$ cat config.mk
export PLATFORM = sky130hd
export DESIGN_NAME = game_state_scanner
export DESIGN_NICKNAME = d
export VERILOG_FILES = /design/src/rtl/game_state_scanner.sv
export SDC_FILE = /design/constraint.sdc
export NUM_CORES = 1
export LEC_CHECK = 0
export BUFFER_PORTS_ARGS = -buffer_cell sky130_fd_sc_hd__buf_2
export CAP_MARGIN = 0
export CORE_ASPECT_RATIO = 0.8
export CORE_UTILIZATION = 49
export CTS_CLUSTER_DIAMETER = 120
export DETAILED_ROUTE_END_ITERATION = 7
export HOLD_SLACK_MARGIN = 0.02
export PLACE_DENSITY = 0.74
export SYNTH_ARGS = -nofsm -noshare
export SYNTH_HDL_FRONTEND = slang
export SYNTH_SLANG_ARGS = --single-unit
$ cat constraint.sdc
create_clock -name clk -period 2.3 [get_ports clk]
set_input_delay 0.46 -clock clk [delete_from_list [all_inputs] [get_ports clk]]
set_output_delay 0.46 -clock clk [all_outputs]
set_load 0.02 [all_outputs]
$ cat src/rtl/game_state_scanner.sv
// Snapshots a packed N-bit game-state word on start and streams it out as W-bit cells over a valid/ready handshake.
// Build option: define SCAN_CHECKSUM_EN to append one XOR-of-all-cells checksum cell after the data cells.
//
// state | meaning
// IDLE  | waiting for start; outputs quiet
// SEND  | presenting cell out_idx, advancing on each handshake
// DONE  | one-cycle done pulse, then back to IDLE
module game_state_scanner #(
  parameter int N     = 134,
  parameter int W     = 2,
  parameter int IDX_W = 7
) (
  input  logic             clk,
  input  logic             r,
  input  logic             start,
  input  logic [N-1:0]     d,
  output logic             busy,
  output logic             out_valid,
  input  logic             out_ready,
  output logic [W-1:0]     out_data,
  output logic [IDX_W-1:0] out_idx,
  output logic             out_last,
  output logic             done
);

  localparam int CHUNKS = (N + W - 1) / W;
`ifdef SCAN_CHECKSUM_EN
  localparam int LAST = CHUNKS;
`else
  localparam int LAST = CHUNKS - 1;
`endif
  localparam logic [IDX_W-1:0] LAST_IDX = IDX_W'(LAST);

  typedef enum logic [1:0] {IDLE, SEND, DONE} state_t;

  state_t                state_q;
  logic [CHUNKS*W-1:0]   snap_q;
  logic [CHUNKS*W-1:0]   snap_d;
  logic [W-1:0]          data_q;
  logic [IDX_W-1:0]      idx_q;
  logic                  valid_q;
  logic                  last_q;
  logic                  busy_q;
  logic                  done_q;
  logic [IDX_W-1:0]      idx_d;
  logic [W-1:0]          cell_d;
`ifdef SCAN_CHECKSUM_EN
  logic [W-1:0]          csum_q;
`endif

  // Zero-pad the word up to a whole number of cells.
  always_comb begin
    snap_d        = '0;
    snap_d[N-1:0] = d;
  end

  assign idx_d = idx_q + IDX_W'(1);

  always_comb begin
    cell_d = snap_q[int'(idx_d)*W +: W];
`ifdef SCAN_CHECKSUM_EN
    // The checksum cell folds in the cell being accepted this cycle.
    if (idx_d == IDX_W'(CHUNKS)) cell_d = csum_q ^ data_q;
`endif
  end

  always_ff @(posedge clk) begin
    if (r) begin
      state_q <= IDLE;
      snap_q  <= '0;
      data_q  <= '0;
      idx_q   <= '0;
      valid_q <= 1'b0;
      last_q  <= 1'b0;
      busy_q  <= 1'b0;
      done_q  <= 1'b0;
`ifdef SCAN_CHECKSUM_EN
      csum_q  <= '0;
`endif
    end else begin
      done_q <= 1'b0;
      case (state_q)
        IDLE: begin
          if (start) begin
            snap_q  <= snap_d;
            data_q  <= snap_d[W-1:0];
            idx_q   <= '0;
            valid_q <= 1'b1;
            busy_q  <= 1'b1;
            last_q  <= (LAST_IDX == '0);
`ifdef SCAN_CHECKSUM_EN
            csum_q  <= '0;
`endif
            state_q <= SEND;
          end
        end
        SEND: begin
          if (out_ready) begin
            if (last_q) begin
              valid_q <= 1'b0;
              last_q  <= 1'b0;
              data_q  <= '0;
              idx_q   <= '0;
              done_q  <= 1'b1;
              state_q <= DONE;
            end else begin
              idx_q   <= idx_d;
              data_q  <= cell_d;
              last_q  <= (idx_d == LAST_IDX);
`ifdef SCAN_CHECKSUM_EN
              csum_q  <= csum_q ^ data_q;
`endif
            end
          end
        end
        DONE: begin
          busy_q  <= 1'b0;
          state_q <= IDLE;
        end
        default: state_q <= IDLE;
      endcase
    end
  end

  assign busy      = busy_q;
  assign out_valid = valid_q;
  assign out_data  = data_q;
  assign out_idx   = idx_q;
  assign out_last  = last_q;
  assign done      = done_q;

endmodule
# == Word-level counts from Yosys, hierarchy flattened ==
# Cells that the tools add are included.
# op_classes
n_addsub,1
eq_ne,6
n_shift,1
n_mux,22
bitwise_logic,2
n_reduce_logical,9
# op_table
op,count
$shiftx 134x9->2,1
$mux 7,3
$pmux 7 s2,1
$mux 2,6
$pmux 2 s2,2
$add 7x1->7 const B,1
$eq 7x7->1 const B,1
$mux 1,7
$ne 2x2->1 const B,3
$pmux 1 s2,3
$reduce_and 3->1,2
$reduce_and 2->1,2
$reduce_and 4->1,1
$reduce_bool 2->1,2
$reduce_or 3->1,1
$eq 2x1->1 const B,1
$eq 2x2->1 const B,1
$logic_not 2->1,1
$not 1->1,2
# totals
reg_bits,149

# == Depth between registers and ports, before layout ==
# Gate-level depths: netlist (run 1).
# logic_depth
depth_word,5
ltp_mapped,10

# == Worst setup path before layout (run 1) ==
# No wires, ideal clock.
# synth_timing
kind,reg2reg
start,reg idx_q[1] (netlist: out_idx[1])
end,reg data_q[1] (netlist: out_data[1])
setup_time_ns,0.120
t_arrival_ns,2.447
t_required_ns,2.180
slack_ns,-0.267
stages_incl_launch_ff,9
path_buffers,1
synth_period_minus_slack_ns,2.567
cell_sequence,dfxtp_1 ha_1 buf_4 xor2_4 mux4_1 a31oi_1 o211ai_1 o2111a_1 o31a_1
# synth_via
elab_chain_cells,5
# synth_lines
element,line_no,rtl
"start, declared",40,logic [IDX_W-1:0] idx_q;
"start signal, assigned",107,idx_q <= idx_d;
$add 7x1->7,57,assign idx_d = idx_q + IDX_W'(1);
$shiftx 134x9->2,60,cell_d = snap_q[int'(idx_d)*W +: W];
$mux 2,99,if (last_q) begin
$mux 2,98,if (out_ready) begin
$pmux 2 s2,82,case (state_q)
"end signal, assigned",86,data_q <= snap_d[W-1:0];
"end signal, assigned",108,data_q <= cell_d;
"end, declared",39,logic [W-1:0] data_q;
# No other way between the ends. The select of a mux whose other input is x is not followed.
# A chain may end at the register's enable or synchronous reset.

# == Worst setup path after layout (run 1) ==
# layout_timing
start,reg idx_q[0] (netlist: out_idx[0])
end,reg data_q[0] (netlist: out_data[0])
# The elaborated chain is that of the path after synthesis.

==> results of run 1 <==
==> critical path: stages (launching register included) <==
cell	delay [ns]
dfxtp_4	0.40
buf_12	0.12
buf_6	0.13
mux4_2	0.51
and2_1	0.19
a211oi_2	0.24
a31oi_1	0.11
a221oi_2	0.31
a311oi_2	0.13
==> synthesized netlist by cell type (3+ instances only) <==
library cell    n
nand2_1       297
dfxtp_1       149
a21oi_1       147
clkbuf_1       47
mux4_2         29
nor2_1         15
o21ai_0         9
buf_2           6
inv_1           6
a31oi_1         5
nor3_1          5
xnor2_1         5
mux2i_1         4
nand3_1         4
o211ai_1        4
a211oi_1        3
a22oi_1         3
and2_1          3
buf_1           3
buf_4           3
mux4_1          3
nor2b_1         3
or3_1           3
xor2_1          3
==> kinds of logic (layout without fill, tap and decap cells) <==
kind of cell             after synthesis  in the layout
buffers and inverters                 65            228
adder cells (fa/ha/maj)                2              2
flip-flops                           149            149
multiplexers                          38             38
AO/OA/AOI/OAI                        182            182
AND/OR/NAND/NOR                      343            343
XOR/XNOR                               9              9
==> routing by layer <==
layer,vias up,global-route usage,share of wire
met1,2799,0.380,0.48
met2,206,0.379,0.45
met5,-,0,0
li1,2965,-,-
met4,0,0.0690,0.012
met3,19,0.0527,0.062
==> report_power, final <==
part / internal [mW] / leakage, nW / switching [mW]
Combinational: 0.339 / 1.90 / 0.402
Sequential: 2.73 / 1.22 / 0.0931
Clock: 1.62 / 0.276 / 1.09
==> registers in the layout, indices dropped and copies added, names as in the netlist <==
name and cells:
out_idx 7, out_valid 1, out_data 2, state_q 2, out_last 1, busy 1, done 1, snap_q 134
==> how the worst max path moves through the flow <==
| stage | end | cells past startpoint | startpoint | slack (ns) |
|---|---|---|---|---|
| 4_1_cts | out_data[1] | 8 | out_idx[0] | 0.003 |
| 5_1_grt | out_data[0] | 8 | out_idx[0] | -0.06 |
| 6_report | out_data[0] | 8 | out_idx[0] | 0.04 |
| 2_1_floorplan | out_data[1] | 8 | out_idx[1] | 0.004 |
| 3_5_place_dp | out_data[0] | 7 | out_idx[1] | -0.007 |
| 3_3_place_gp | out_data[1] | 8 | out_idx[0] | 0.05 |
==> what timing repair did <==
action,CTS,global route
pin swaps,2,15
buffers inserted,1,8
gates cloned,0,1
endpoints found under the setup margin,2,2
resized for setup,3,19
==> area by class of cell <==
class	count	area (µm²)	area share
Timing Repair Buffer	190	1170	0.140
Multi-Input combinational cell	574	3360	0.403
Clock inverter	9	92.6	0.0111
Clock buffer	23	489	0.0586
Tap cell	175	219	0.0262
Inverter	6	22.5	0.00270
Sequential cell	149	2990	0.358
==> results.sh, run 1 <==
export IMPL_grt_overflow=0
export IMPL_hold_viol=0
export IMPL_clock_fmax_mhz=442
export IMPL_max_slew_margin=0.581
export IMPL_crit_type="register to register"
export IMPL_fin_hold_ws_ns=0.273
export IMPL_areaGrowthSynthToFinish_pct=28.0
export IMPL_period_minus_slack_ns=2.26
export IMPL_vdd_ir_drop_max_v=0.000565
export IMPL_totalWireLength_mm=17.1
export IMPL_reg2reg_depth=8
export IMPL_first_global_vias=5504
export IMPL_ios=151
export IMPL_ys_ff_latch=149
export IMPL_critPathRequiredTime_ns=2.58
export IMPL_reg2reg_slack_ns=0.04
export IMPL_synth_warnings=0
export IMPL_fillCellCount=1075
export IMPL_drv_slew=0
export IMPL_arrival_ns=2.54
export IMPL_dr_pass1_iters=5
export IMPL_synth_top_family_by_area="simple AND/OR/NAND/NOR gates"
export IMPL_powerDensity_nw_per_um2=752
export IMPL_power_mw=6.27
export IMPL_antenna_cells=0
export IMPL_final_cell_count_no_fill=1126
export IMPL_grt_first_pass_wirelength_mm=27.1
export IMPL_drive_above_1_share=0.287
export IMPL_setup_ws_ns=0.0368
export IMPL_synthMuxAreaShare=0.122
export IMPL_synthFlopType="dfxtp_1"
export IMPL_via_count=5989
export IMPL_dp_hpwl_mm=11.8
export IMPL_cts_tree="done"
export IMPL_synth_compound_area_share=0.152
export IMPL_numCtsBuffers=17
export IMPL_nets=1078
export IMPL_rows=37
export IMPL_syn_area_um2=6520
export IMPL_yosys_cell_types_count=47
export IMPL_max_cap_viol_count=0
export IMPL_dpl_cell_area_um2=7550
export IMPL_pre_cts_slack_ns=-0.00698
export IMPL_ys_seq_area_frac=0.458
export IMPL_cts_root_buf="clkbuf_16"
export IMPL_cp_end_kind="register"
export IMPL_synth_top_area_share=0.458
export IMPL_clk_pin_slew_ns=0.06
export IMPL_coreArea_um2=12900
export IMPL_fin_crit_sh=0.984
export IMPL_yosys_area_share_simple=0.209
export IMPL_hp_class="primary input to register"
export IMPL_syn_instance_count=788
export IMPL_hp_start="d[9]"
export IMPL_cts_hold_fix_buffers=0
export IMPL_drc=0
export IMPL_finClkSkew_ns=0.00922
export IMPL_grt_max_degree=76
export IMPL_tightest_slew_ns=0.629
export IMPL_synth_area_per_cell_um2=8.27
export IMPL_drt_iter0_drc=387
export IMPL_synth_area_leaders="dfxtp_1, nand2_1, a21oi_1"
export IMPL_reg2reg_from="out_idx[0]"
export IMPL_grt_setup_unrepaired="yes"
export IMPL_gp_congestion=0.951
export IMPL_synth_fa_ha_area_frac=0.00384
export IMPL_synth_largest_area_cell="dfxtp_1"
export IMPL_wl_per_cell_um=15.2
export IMPL_die_y_um=105
export IMPL_post_place_cells=1084
export IMPL_utilization=0.646
export IMPL_antenna_left=0
export IMPL_start_util=0.505
export IMPL_ys_async_sr_fraction=0
export IMPL_clock_sinks=149
export IMPL_p_leak_nw=3.40
export IMPL_synth_edf_count=0
export IMPL_io_buffers=150
export IMPL_setup_tns_ns=0
export IMPL_fin_area_um2=8350
export IMPL_dieArea_um2=13800
export IMPL_setup_viol=0
export IMPL_cp_start_kind="register"
export IMPL_cts_htree_levels=4
export IMPL_synth_nets=928
export IMPL_die_width_um=131
export IMPL_clockBufferDepth=2
export IMPL_via_per_inst=5.32
export IMPL_clock_latency_ns=0.42
export IMPL_grtUsageTotal=0.257
export IMPL_final_cell_mix="nand2_1, buf_2, a21oi_1, dfxtp_1, mux4_2"
export IMPL_hold_path_end="snap_q[9]"
export IMPL_final_common_cell="nand2_1"
export IMPL_hold_path_depth=3
export IMPL_r2r_end="out_data[0]"
export IMPL_antenna_found_initial=0
export IMPL_status="finished clean"
export IMPL_synth_xor_area_frac=0.0150
export IMPL_worst_path_max_fanout=6
No activity file was read; power rests on OpenSTA's default activity.
==> inputs of run 2 (changes only) <==
--- a/config.mk
+++ b/config.mk
@@ -5,7 +5,7 @@
 export SDC_FILE = /design/constraint.sdc
 export NUM_CORES = 1
 export LEC_CHECK = 0
-export BUFFER_PORTS_ARGS = -buffer_cell sky130_fd_sc_hd__buf_2
+export BUFFER_PORTS_ARGS = -buffer_cell sky130_fd_sc_hd__buf_4
 export CAP_MARGIN = 0
 export CORE_ASPECT_RATIO = 0.8
 export CORE_UTILIZATION = 49
==> results.sh, run 2 (synthesized netlist as in run 1, its figures left out) <==
export IMPL_grt_overflow=0
export IMPL_clock_sinks=149
export IMPL_clock_fmax_mhz=449
export IMPL_cp_end_kind="register"
export IMPL_cts_htree_levels=4
export IMPL_antenna_cells=0
export IMPL_reg2reg_slack_ns=0.07
export IMPL_fin_hold_ws_ns=0.292
export IMPL_fillCellCount=1060
export IMPL_period_minus_slack_ns=2.23
export IMPL_max_slew_margin=0.634
export IMPL_clockBufferDepth=2
export IMPL_ios=151
export IMPL_drt_iter0_drc=351
export IMPL_hold_viol=0
export IMPL_critPathRequiredTime_ns=2.60
export IMPL_max_cap_viol_count=0
export IMPL_die_y_um=105
export IMPL_reg2reg_from="out_idx[0]"
export IMPL_cts_hold_fix_buffers=0
export IMPL_gp_congestion=0.887
export IMPL_drv_slew=0
export IMPL_finClkSkew_ns=0.00663
export IMPL_powerDensity_nw_per_um2=742
export IMPL_dieArea_um2=13800
export IMPL_largest_register_ffs=134
export IMPL_tightest_slew_ns=0.549
export IMPL_dp_hpwl_mm=11.9
export IMPL_fin_area_um2=8660
export IMPL_wl_per_cell_um=14.7
export IMPL_first_global_vias=5492
export IMPL_coreArea_um2=12900
export IMPL_drc=0
export IMPL_cts_root_buf="clkbuf_16"
export IMPL_antenna_found_initial=0
export IMPL_drive_above_1_share=0.280
export IMPL_grt_max_degree=76
export IMPL_pre_cts_slack_ns=0.0254
export IMPL_start_util=0.505
export IMPL_p_leak_nw=3.53
export IMPL_arrival_ns=2.53
export IMPL_regMostFlops="snap_q"
export IMPL_cts_tree="done"
export IMPL_hp_class="primary input to register"
export IMPL_final_common_cell="nand2_1"
export IMPL_die_width_um=131
export IMPL_dpl_cell_area_um2=7940
export IMPL_hp_start="d[35]"
export IMPL_nets=1076
export IMPL_worst_path_max_fanout=4
export IMPL_dr_pass1_iters=5
export IMPL_fin_crit_sh=0.969
export IMPL_via_count=5968
export IMPL_status="finished clean"
export IMPL_io_buffers=150
export IMPL_clk_pin_slew_ns=0.06
export IMPL_grtUsageTotal=0.254
export IMPL_areaGrowthSynthToFinish_pct=32.9
export IMPL_cp_start_kind="register"
export IMPL_totalWireLength_mm=16.5
export IMPL_numCtsBuffers=17
export IMPL_grt_setup_unrepaired="no"
export IMPL_rows=37
export IMPL_grt_first_pass_wirelength_mm=27.0
export IMPL_power_mw=6.43
export IMPL_worst_path_max_delay_cell="mux4_2"
export IMPL_clock_latency_ns=0.41
export IMPL_vdd_ir_drop_max_v=0.000512
export IMPL_path_cells="ha_4 -> xor2_4 -> buf_12 -> mux4_2 -> a31oi_1 -> o211ai_1 -> o2111a_1 -> o31a_1"
export IMPL_startpoint="out_idx[0]"
export IMPL_setup_viol=0
export IMPL_via_per_inst=5.31
export IMPL_setup_ws_ns=0.0713
export IMPL_final_cell_mix="nand2_1, buf_4, a21oi_1, dfxtp_1, mux4_2"
export IMPL_slowest_delay_ns=0.50
export IMPL_antenna_left=0
export IMPL_crit_type="register to register"
## run 2: through the flow
stage	utilization	instances	setup TNS, ns
global placement	0.615	1082	0
floorplan	-	788	0
detailed placement	0.615	1082	0
finish	0.671	1124	0
global route	0.671	1124	0
CTS	0.661	1114	-0.00147
## run 2: repair_timing
action	4_1_cts	5_1_grt
setup buffers	0	10
gates resized for setup	0	8
endpoints found under the setup margin	1	3
pin swaps	0	2
gates cloned	0	0
## run 2: layout make-up
cell class                      instances  area [µm²]  area share
Tap cell                              175         219      0.0253
Multi-Input combinational cell        574        3330       0.384
Timing Repair Buffer                  188        1500       0.173
Sequential cell                       149        2990       0.345
Inverter                                6        22.5     0.00260
Clock inverter                         14         164      0.0189
Clock buffer                           18         439      0.0507
## run 2: path summary, 6_finish.rpt
check                                    to  cells after the start
worst max register to register  out_data[1]                      8
worst max-delay path            out_data[1]                      8
worst min-delay path             snap_q[35]                      3
worst min register to register   snap_q[80]                      2
## run 2: worst max-delay path: cells and delay by family, from the launching register on
family | cells | cell delay, ns
AOI/OAI and AO/OA | 4 | 0.70
muxes | 1 | 0.50
DFF | 1 | 0.40
xor gates and xnor gates | 1 | 0.20
adders and majority gates | 1 | 0.17
buffers and inverters | 1 | 0.14
## run 2: metal layers
layer  global-route usage  routed length [µm]
met4               0.0665                 109
met1                0.366                7890
met2                0.385                7530
met5                    0                   0
met3               0.0538                1010
## run 2: report_power, final
group | leakage (nW) | total (mW) | switching, mW | internal, mW
registers | 1.22 | 2.82 | 0.0894 | 2.73
clock network | 0.293 | 2.81 | 1.15 | 1.66
logic | 2.01 | 0.796 | 0.395 | 0.401
total | 3.53 | 6.43 | 1.63 | 4.79
==> inputs of run 3 (changes only) <==
--- a/config.mk
+++ b/config.mk
@@ -13,6 +13,7 @@
 export DETAILED_ROUTE_END_ITERATION = 7
 export HOLD_SLACK_MARGIN = 0.02
 export PLACE_DENSITY = 0.74
+export SETUP_SLACK_MARGIN = 0.3
 export SYNTH_ARGS = -nofsm -noshare
 export SYNTH_HDL_FRONTEND = slang
 export SYNTH_SLANG_ARGS = --single-unit
==> results.sh, run 3 (synthesized netlist as in run 1, its figures left out) <==
export IMPL_clk_pin_slew_ns=0.06
export IMPL_rows=37
export IMPL_hold_viol=0
export IMPL_die_y_um=105
export IMPL_largest_register_ffs=134
export IMPL_clock_latency_ns=0.41
export IMPL_gp_congestion=0.905
export IMPL_setup_viol=0
export IMPL_status="finished clean"
export IMPL_worst_path_max_fanout=10
export IMPL_crit_type="register to register"
export IMPL_p_leak_nw=3.57
export IMPL_arrival_ns=2.54
export IMPL_nets=1081
export IMPL_max_cap_viol_count=0
export IMPL_final_common_cell="nand2_1"
export IMPL_fin_crit_sh=0.981
export IMPL_multi_input_area_um2=3390
export IMPL_fin_hold_ws_ns=0.289
export IMPL_dr_pass1_iters=5
export IMPL_drive_above_1_share=0.294
export IMPL_first_global_vias=5564
export IMPL_regMostFlops="snap_q"
export IMPL_powerDensity_nw_per_um2=732
export IMPL_dieArea_um2=13800
export IMPL_tightest_slew_ns=0.678
export IMPL_period_minus_slack_ns=2.26
export IMPL_start_util=0.505
export IMPL_cts_htree_levels=4
export IMPL_cts_root_buf="clkbuf_16"
export IMPL_dp_hpwl_mm=11.9
export IMPL_drt_iter0_drc=528
export IMPL_final_cell_mix="nand2_1, buf_4, a21oi_1, dfxtp_1, mux4_2"
export IMPL_critPathRequiredTime_ns=2.59
export IMPL_coreArea_um2=12900
export IMPL_ios=151
export IMPL_grt_setup_unrepaired="yes"
export IMPL_numCtsBuffers=17
export IMPL_clockBufferDepth=2
export IMPL_die_width_um=131
export IMPL_totalWireLength_mm=17.9
export IMPL_pre_cts_slack_ns=-0.0448
export IMPL_reg2reg_from="out_idx[1]"
export IMPL_grt_first_pass_wirelength_mm=28.1
export IMPL_grt_overflow=0
export IMPL_hp_start="d[28]"
export IMPL_antenna_found_initial=0
export IMPL_clock_fmax_mhz=443
export IMPL_grt_max_degree=79
export IMPL_finClkSkew_ns=0.00810
export IMPL_cts_tree="done"
export IMPL_power_mw=6.46
export IMPL_areaGrowthSynthToFinish_pct=35.2
export IMPL_startpoint="out_idx[1]"
export IMPL_regArea_um2=2990
export IMPL_via_per_inst=5.37
export IMPL_antenna_cells=0
export IMPL_setup_ws_ns=0.0436
export IMPL_io_buffers=150
export IMPL_wl_per_cell_um=15.9
export IMPL_setup_tns_ns=0
export IMPL_vdd_ir_drop_max_v=0.000650
export IMPL_via_count=6063
export IMPL_drc=0
export IMPL_cp_start_kind="register"
export IMPL_cp_end_kind="register"
export IMPL_grtUsageTotal=0.265
export IMPL_max_slew_margin=0.548
export IMPL_antenna_left=0
export IMPL_fillCellCount=1049
export IMPL_drv_slew=0
export IMPL_hp_class="primary input to register"
export IMPL_clock_sinks=149
## run 3: changes by cell type in the layout (fill, tap and decap cells not counted), sizes merged
cell,previous run,this run
buf,188,192
bufbuf,0,1
clkinv,2,3
inv,14,13
## run 3: final timing paths
kind                            slack, ns  depth (start not counted)     endpoint
worst max-delay path                 0.04                         10  out_data[0]
worst min-delay path                 0.29                          3   snap_q[28]
worst max register to register       0.04                         10  out_data[0]
worst min register to register       0.45                          2   snap_q[14]
## run 3: timing repair
item	4_1_cts	5_1_grt
pin swaps	3	12
gates resized for setup	10	16
endpoints found under the setup margin	3	4
setup buffers	6	5
hold buffers	0	0
cloned	1	0
## run 3: area by class of cell
cell class,count,share of cell area
Multi-Input combinational cell,574,0.384
Clock inverter,14,0.0186
Inverter,6,0.00284
Clock buffer,18,0.0498
Sequential cell,149,0.340
Timing Repair Buffer,193,0.180
Tap cell,175,0.0248
## run 3: per-stage QoR
stage / area (µm²) / instances / utilization
final: 8810 / 1129 / 0.682
after detailed placement: 7950 / 1085 / 0.615
after CTS: 8690 / 1124 / 0.672
after global routing: 8810 / 1129 / 0.682
after global placement: 7950 / 1085 / 0.615
after floorplan: 6560 / 788 / -
## run 3: metal layers
| metal | GRT usage | vias up | wire (µm) |
|---|---|---|---|
| met5 | 0 | - | 0 |
| met4 | 0.0698 | 0 | 208 |
| met3 | 0.0507 | 18 | 1200 |
| met2 | 0.390 | 243 | 8070 |
| met1 | 0.393 | 2824 | 8430 |
| li1 | - | 2978 | - |
## run 3: power by group
group | total (mW) | internal [mW] | switching (mW)
clock | 2.81 | 1.66 | 1.15
combinational | 0.821 | 0.414 | 0.407
sequential | 2.83 | 2.73 | 0.0956
## run 3: critical path, stage by stage, from the launching register on
cell,delay [ns]
dfxtp_4,0.38
inv_4,0.04
ha_4,0.26
buf_4,0.14
buf_4,0.13
bufbuf_16,0.27
mux4_2,0.30
mux2i_1,0.18
nor3_1,0.06
o21ai_0,0.24
a311oi_1,0.13
